`src/rtl/jtcop_trackball4701.sv`:
```
// uPD4701-style two-axis counter driven by digital inc/dec requests.
// Counts advance once every LINEDIV horizontal-blank falling edges.
// Reads take a snapshot on cs rising and return it one byte at a time.
module jtcop_trackball4701 #(
    parameter int CW      = 12,
    parameter int LINEDIV = 4
) (
    input  logic       clk,
    input  logic       rst,
    input  logic       LHBL,
    input  logic [1:0] inc,
    input  logic [1:0] dec,
    input  logic [2:0] btn,
    input  logic       x_rst,
    input  logic       y_rst,
    input  logic       cs,
    input  logic       xn_y,
    input  logic       uln,
    output logic       cfn,
    output logic       sfn,
    output logic [7:0] dout
);

    localparam int            PW    = (LINEDIV > 1) ? $clog2(LINEDIV) : 1;
    localparam logic [PW-1:0] PLAST = PW'(LINEDIV - 1);

    logic          r_lhbl_l;
    logic [PW-1:0] r_pre;
    logic [CW-1:0] r_cntx;
    logic [CW-1:0] r_cnty;
    logic [CW-1:0] r_snapx;
    logic [CW-1:0] r_snapy;
    logic          r_cs_l;
    logic          r_cfn;
    logic          r_sfn;
    logic [7:0]    r_dout;

    logic          w_tick;
    logic          w_step;
    logic          w_upx;
    logic          w_dnx;
    logic          w_upy;
    logic          w_dny;
    logic          w_chg;
    logic          w_cs_rise;
    logic          w_cs_fall;
    logic [CW-1:0] w_snap;
    logic [7:0]    w_byte;

    assign w_tick    = r_lhbl_l & ~LHBL;
    assign w_step    = w_tick & (r_pre == PLAST);

    assign w_upx     = w_step &  inc[0] & ~dec[0];
    assign w_dnx     = w_step &  dec[0] & ~inc[0];
    assign w_upy     = w_step &  inc[1] & ~dec[1];
    assign w_dny     = w_step &  dec[1] & ~inc[1];

    // a step overridden by its axis clear does not count as a change
    assign w_chg     = ((w_upx | w_dnx) & ~x_rst) | ((w_upy | w_dny) & ~y_rst);

    assign w_cs_rise = cs & ~r_cs_l;
    assign w_cs_fall = ~cs & r_cs_l;

    assign w_snap    = xn_y ? r_snapy : r_snapx;
    assign w_byte    = uln ? {{(16-CW){1'b0}}, w_snap[CW-1:8]} : w_snap[7:0];

    assign cfn       = r_cfn;
    assign sfn       = r_sfn;
    assign dout      = r_dout;

    // line tick detection and step prescaler
    always_ff @(posedge clk or posedge rst) begin
        if (rst) begin
            r_lhbl_l <= 1'b1;
            r_pre    <= '0;
        end else begin
            r_lhbl_l <= LHBL;
            if (w_tick) r_pre <= (r_pre == PLAST) ? '0 : r_pre + PW'(1);
        end
    end

    // X axis counter, clear strobe wins over a step
    always_ff @(posedge clk or posedge rst) begin
        if (rst)        r_cntx <= '0;
        else if (x_rst) r_cntx <= '0;
        else if (w_upx) r_cntx <= r_cntx + CW'(1);
        else if (w_dnx) r_cntx <= r_cntx - CW'(1);
    end

    // Y axis counter, clear strobe wins over a step
    always_ff @(posedge clk or posedge rst) begin
        if (rst)        r_cnty <= '0;
        else if (y_rst) r_cnty <= '0;
        else if (w_upy) r_cnty <= r_cnty + CW'(1);
        else if (w_dny) r_cnty <= r_cnty - CW'(1);
    end

    // snapshot on cs rise (pre-step values) and registered byte readout
    always_ff @(posedge clk or posedge rst) begin
        if (rst) begin
            r_cs_l  <= 1'b0;
            r_snapx <= '0;
            r_snapy <= '0;
            r_dout  <= '0;
        end else begin
            r_cs_l <= cs;
            if (w_cs_rise) begin
                r_snapx <= r_cntx;
                r_snapy <= r_cnty;
            end
            if (cs) r_dout <= w_byte;
        end
    end

    // counter-changed flag and switch flag
    always_ff @(posedge clk or posedge rst) begin
        if (rst) begin
            r_cfn <= 1'b1;
            r_sfn <= 1'b1;
        end else begin
            if (w_chg)          r_cfn <= 1'b0;
            else if (w_cs_fall) r_cfn <= 1'b1;
            r_sfn <= ~|btn;
        end
    end

endmodule

```
`config.mk`:
```
export PLATFORM = sky130hd
export DESIGN_NAME = jtcop_trackball4701
export DESIGN_NICKNAME = d
export VERILOG_FILES = /design/src/rtl/jtcop_trackball4701.sv
export SDC_FILE = /design/constraint.sdc
export NUM_CORES = 1
export LEC_CHECK = 0
export ABC_AREA = 1
export BUFFER_PORTS_ARGS = -buffer_cell sky130_fd_sc_hd__clkbuf_2
export CELL_PAD_IN_SITES_DETAIL_PLACEMENT = 1
export CELL_PAD_IN_SITES_GLOBAL_PLACEMENT = 1
export CORE_ASPECT_RATIO = 1.1
export CORE_MARGIN = 2
export CORE_UTILIZATION = 45
export DETAILED_ROUTE_END_ITERATION = 12
export PLACE_DENSITY_LB_ADDON = 0.1
export SYNTH_ARGS = -nofsm -noshare
export SYNTH_HDL_FRONTEND = slang
export SYNTH_SLANG_ARGS = --single-unit
```
`constraint.sdc`:
```
create_clock -name clk -period 3.1 [get_ports clk]
set_input_delay 0.62 -clock clk [delete_from_list [all_inputs] [get_ports clk]]
set_output_delay 0.62 -clock clk [all_outputs]
set_load 0.01 [all_outputs]
```
**Word level (Yosys, flattened, before mapping)**

Index checks and enable logic that the tools add are counted.

- Muxes and demuxes: 11
- Add/sub/neg operators: 5
- Equality and inequality tests: 1
- Reductions and logical operators: 5
- Bitwise gates (word level): 26

Operators with widths:

| operator | number |
|---|---|
| 2-to-1 mux 12 bit | 7 |
| adder 12 x 1 -> 12 bit (second input constant) | 2 |
| subtractor 12 x 1 -> 12 bit (second input constant) | 2 |
| AND 1 bit | 14 |
| NOT 1 bit | 9 |
| 2-to-1 mux 8 bit | 1 |
| nonzero test 3 bit | 2 |
| bitwise OR 1 bit | 3 |
| OR reduction 3 bit | 1 |
| adder 2 x 1 -> 2 bit (second input constant) | 1 |
| equality test 2 bit (second input constant) | 1 |
| 2-to-1 mux 1 bit | 2 |
| 2-to-1 mux 2 bit | 1 |
| nonzero test 2 bit | 1 |
| zero test 1 bit | 1 |

- Input bits: 15
- Bits in registers: 62

**Depth between registers and ports, before layout**

- Depth in word-level cells: 9
- Depth in mapped cells: 14
- Mapped depth without buffers: 14

**Worst setup path before layout**

No wires, ideal clock.

- Path kind: input-to-reg
- Start: in LHBL
- End: reg r_cnty[11]
- Cell stages on the path: 12
- Setup slack: 699 ps
- Arrival: 2284 ps
- Cells stage by stage: inv_1 -> nand2_1 -> nor2_2 -> nand3_1 -> ha_1 -> or2_2 -> nand3_1 -> nand2_1 -> nand2_1 -> nand3_1 -> nand3_1 -> nand2_1

- Word-level cells in the longest chain between the ends: 7
- Elaborated cells between the ends (all ways): 10
- Those cells by class: mux: 2; bitwise: 7; reduce/logical: 1

RTL lines:

| what | RTL line | source |
|---|---|---|
| start, declared | 10 | `input logic LHBL,` |
| NOT 1 bit * | 50 | `assign w_tick = r_lhbl_l & ~LHBL;` |
| AND 1 bit * | 50 |  |
| AND 1 bit * | 51 | `assign w_step = w_tick & (r_pre == PLAST);` |
| AND 1 bit (2 in a row) | 55 | `assign w_upy = w_step & inc[1] & ~dec[1];` |
| 2-to-1 mux 12 bit | 94 | `else if (w_upy) r_cnty <= r_cnty + CW'(1);` |
| 2-to-1 mux 12 bit | 93 | `else if (y_rst) r_cnty <= '0;` |
| end signal, assigned | 94 |  |
| end signal, assigned | 95 | `else if (w_dny) r_cnty <= r_cnty - CW'(1);` |
| end, declared | 30 | `logic [CW-1:0] r_cnty;` |

Mark *: on every way between the ends. The rest lies on a longest branch, timed or not.
A chain may end at the register's enable or synchronous reset.

**Worst setup path after layout**

- Start: reg r_pre[0]
- End: reg r_cnty[11]

- Word-level cells in the longest chain between the ends: 6
- Elaborated cells between the ends (all ways): 9
- Those cells by class: eq/ne: 1; mux: 2; bitwise: 5; reduce/logical: 1

RTL lines:

| what | RTL line | source |
|---|---|---|
| start, declared | 28 | `logic [PW-1:0] r_pre;` |
| start signal, assigned | 78 | `if (w_tick) r_pre <= (r_pre == PLAST) ? '0 : r_pre + PW'(1);` |
| equality test 2 bit * | 51 |  |
| AND 1 bit * | 51 |  |
| AND 1 bit (2 in a row) | 55 |  |
| 2-to-1 mux 12 bit | 94 |  |
| 2-to-1 mux 12 bit | 93 |  |

Marks and branches as above.

==> reports/qor.yml <==
die:
  die-area_um2: 9220
  die_w_um: 91.7
  io_pins: 25
  rows: 35
  coreArea_um2: 8320
  fp.dieH_um: 101
  initial_utilization: 0.458
clock_tree:
  cts_num_sinks: 62
  cts_resized: 0
  h-tree-depth: 3
  worstSkewPairLatency_ns: 0.35
  numCtsBuffers: 9
  clockBufferDepth: 2
  post-cts-setup-buffers: 0
  holdBufCountCts: 0
  tritoncts: "built"
  clk_pin_slew_ns: 0.08
  ctsRootBufferMaster: "clkbuf_8"
routing:
  routed_wl_um: 10100
  routedWlPerCell_um: 15.2
  viasPerCell: 5.10
  vias: 3405
  route.detailed.drc: 0
  drt_iter0_drc: 138
  firstDrtPassIters: 4
  drtAntennaViolNets: 0
critical_path:
  worst_path_max_delay_cell: "dfrtp_1"
  crit_fanout: 8
  critical-path-top-delay-family: "simple AND/OR/NAND/NOR gates"
  cp-endpoint: "r_cnty[11]$_DFFE_PP0P_"
  cp_num_cells: 14
  worst_setup_path_end_kind: "flop"
  cp_data_arrival_time_ns: 2.77
  required_ns: 3.38
  startpoint_type: "flop"
  r2r_cells: 14
  reg2reg_to: "r_cnty[11]$_DFFE_PP0P_"
  r2r_slack_ns: 0.61
  slowest_delay_ns: 0.37
  crit_type: "flop to flop"
  path_buf_inv: 2
  rr_startpoint: "r_pre[0]$_DFFE_PP0N_"
  path_cells: "ha_1 > inv_1 > nor2_2 > nand3_1 > buf_4 > ha_1 > nand2_1 > nor2_1 > nand3_1 > nand2_1 > nand2_1 > nand3_1 > nand3_1 > nand2_1"
  startpoint: "r_pre[0]$_DFFE_PP0N_"
finish:
  drive_above_1_share: 0.115
  antenna_cells: 0
  area_delta_synth_final_pct: 10.7
  post-route-util: 0.507
  stdcell_count: 667
  fin_nets: 589
yosys:
  synth_seq_area_share: 0.408
  synth_area_leaders: "dfrtp_1 39%, nand2_1 17%, ha_1 6.9%"
  synth_cell_type_count: 31
  yosys.area.top_type: "dfrtp_1"
  async_flop_share: 1.00
  synth_seq_cells: 62
  syn-num-nets: 560
  synth.most_common_cell: "nand2_1"
  synthTopCellsByCount: "169 x nand2_1, 68 x inv_1, 59 x dfrtp_1, 56 x nor2_1, 32 x o21ai_0"
  netlist_area_um2: 3810
  synthFlopType: "dfrtp_1"
  synth_top_area_share: 0.387
  yosys_warnings: 0
  synth_edf_count: 0
  avgSynthCellArea_um2: 7.30
  netlist_instances: 522
power_and_ir_drop:
  pwr-share-seq: 0.426
  pwr-share-clk: 0.298
  p_comb_frac: 0.277
  p_sw_w: 0.000796
  powerDensity_nw_per_um2: 516
  p_int_w: 0.00138
  ir_drop_uv: 225
  netSwitchingFraction: 0.366
  p_leak_nw: 2.28
  p_total_w: 0.00218
min_path:
  hp-class: "primary input to async pin"
sta:
  fin_ws_ns: 0.611
  setup_violations: 0
  fin_crit_sh: 0.803
  tightest_slew_ns: 0.695
  slew_headroom: 0.536
  fmax_mhz: 402
  fin_crit_ns: 2.49
  rsz0062_at_grt: "false"
  setup_tns_ns: 0
  maxSlewViolCount: 0
  skew_ns: 0.0130
  hold_viol: 0
global_route:
  grt_max_degree: 43
  grt_pass1_wl_um: 17600
  grt_use_total: 0.241
  grt_overflow: 0
  grt_pass1_vias: 3735
  antenna_found_initial: 0
placement:
  io_buffers: 24
  dpl_worst_slack_ns: 0.403
  place_congestion: 0.835
  placed_cells: 651
  dp_hpwl_um: 7850
run_status:
  status: "complete, no violations"
flow_run:
  drv_cap: 0
## worst reg2reg max path: cells and delay by family, from the launching register on
family,cells,cell delay (ns)
and+or+nand+nor,10,1.20
adders and majority gates,2,0.57
DFF,1,0.37
buffers and inverters,2,0.30
## power groups by stage
stage               logic (W)  registers (W)  clock network [W]
floorplan            0.000445       0.000933                  0
global placement     0.000580       0.000939                  0
detailed placement   0.000603       0.000943                  0
CTS                  0.000607       0.000927           0.000661
global route         0.000699       0.000936           0.000702
finish               0.000602       0.000927           0.000648
## placed cells by master, fill, tap and decap left out, drive strengths merged
cell and instances:
dfrtp 59, ha 21, dfstp 3, nand4 4, nand3b 2, nand2 171
nor3 2, nand3 32, clkinvlp 2, o21a 1, nor2 59, or2 3
o21ai 39, o22ai 8, clkbuf 33, a31oi 4, mux2 6, a21oi 18
clkinv 3, o211ai 2, fa 2, xnor2 4, inv 73, buf 3
xor2 2
## state kept, by name, summed over array words and instances (netlist names)
signal / cells
r_snapx: 12
r_cs_l: 1
r_lhbl_l: 1
dout: 8
r_pre: 2
cfn: 1
r_cnty: 12
r_snapy: 12
sfn: 1
r_cntx: 12
## worst min path at each step
| stage | start | to | slack (ns) | cells past startpoint |
|---|---|---|---|---|
| 2_1_floorplan | r_snapy[0]$_DFFE_PP0P_ | r_snapy[0]$_DFFE_PP0P_ | 0.45 | 2 |
| 5_1_grt | LHBL | r_lhbl_l$_DFF_PP1_ | 0.36 | 1 |
| 4_1_cts | LHBL | r_lhbl_l$_DFF_PP1_ | 0.37 | 1 |
| 3_3_place_gp | r_snapy[0]$_DFFE_PP0P_ | r_snapy[0]$_DFFE_PP0P_ | 0.47 | 2 |
| 3_5_place_dp | r_snapy[2]$_DFFE_PP0P_ | r_snapy[2]$_DFFE_PP0P_ | 0.47 | 2 |
| 6_report | rst | r_cs_l$_DFF_PP0_ | 0.36 | 2 |
## cell families after synthesis
| logic type | share of synthesized area |
|---|---|
| compound gates | 0.100 |
| xor+xnor | 0.0138 |
| fa+ha+maj | 0.0794 |
| buf+inv | 0.0854 |
| flops | 0.408 |
| mux | 0.0217 |
| simple gates | 0.291 |
## through the flow
step	hold WS [ns]	area (um^2)
4_1_cts	0.366	4220
3_5_place_dp	0.471	4050
6_report	0.360	4220
5_1_grt	0.363	4220
3_3_place_gp	0.466	4050
2_1_floorplan	0.448	3810
## routing by layer
metal,vias to the layer above,GRT usage,share of wire
met3,15,0.0471,0.023
met5,-,0,0
met2,40,0.428,0.49
li1,1721,-,-
met4,0,0.0723,0.017
met1,1629,0.298,0.47
## area by class of cell
| class | instances | area (um^2) |
|---|---|---|
| sequential | 62 | 1560 |
| clock inverter | 7 | 47.5 |
| timing repair buffer | 27 | 155 |
| multi-input combinational | 380 | 1930 |
| clock buffer | 9 | 124 |
| fill | 1099 | 4100 |
| inverter | 71 | 269 |
| tap | 111 | 139 |
Power figures use the tool's default switching activity.
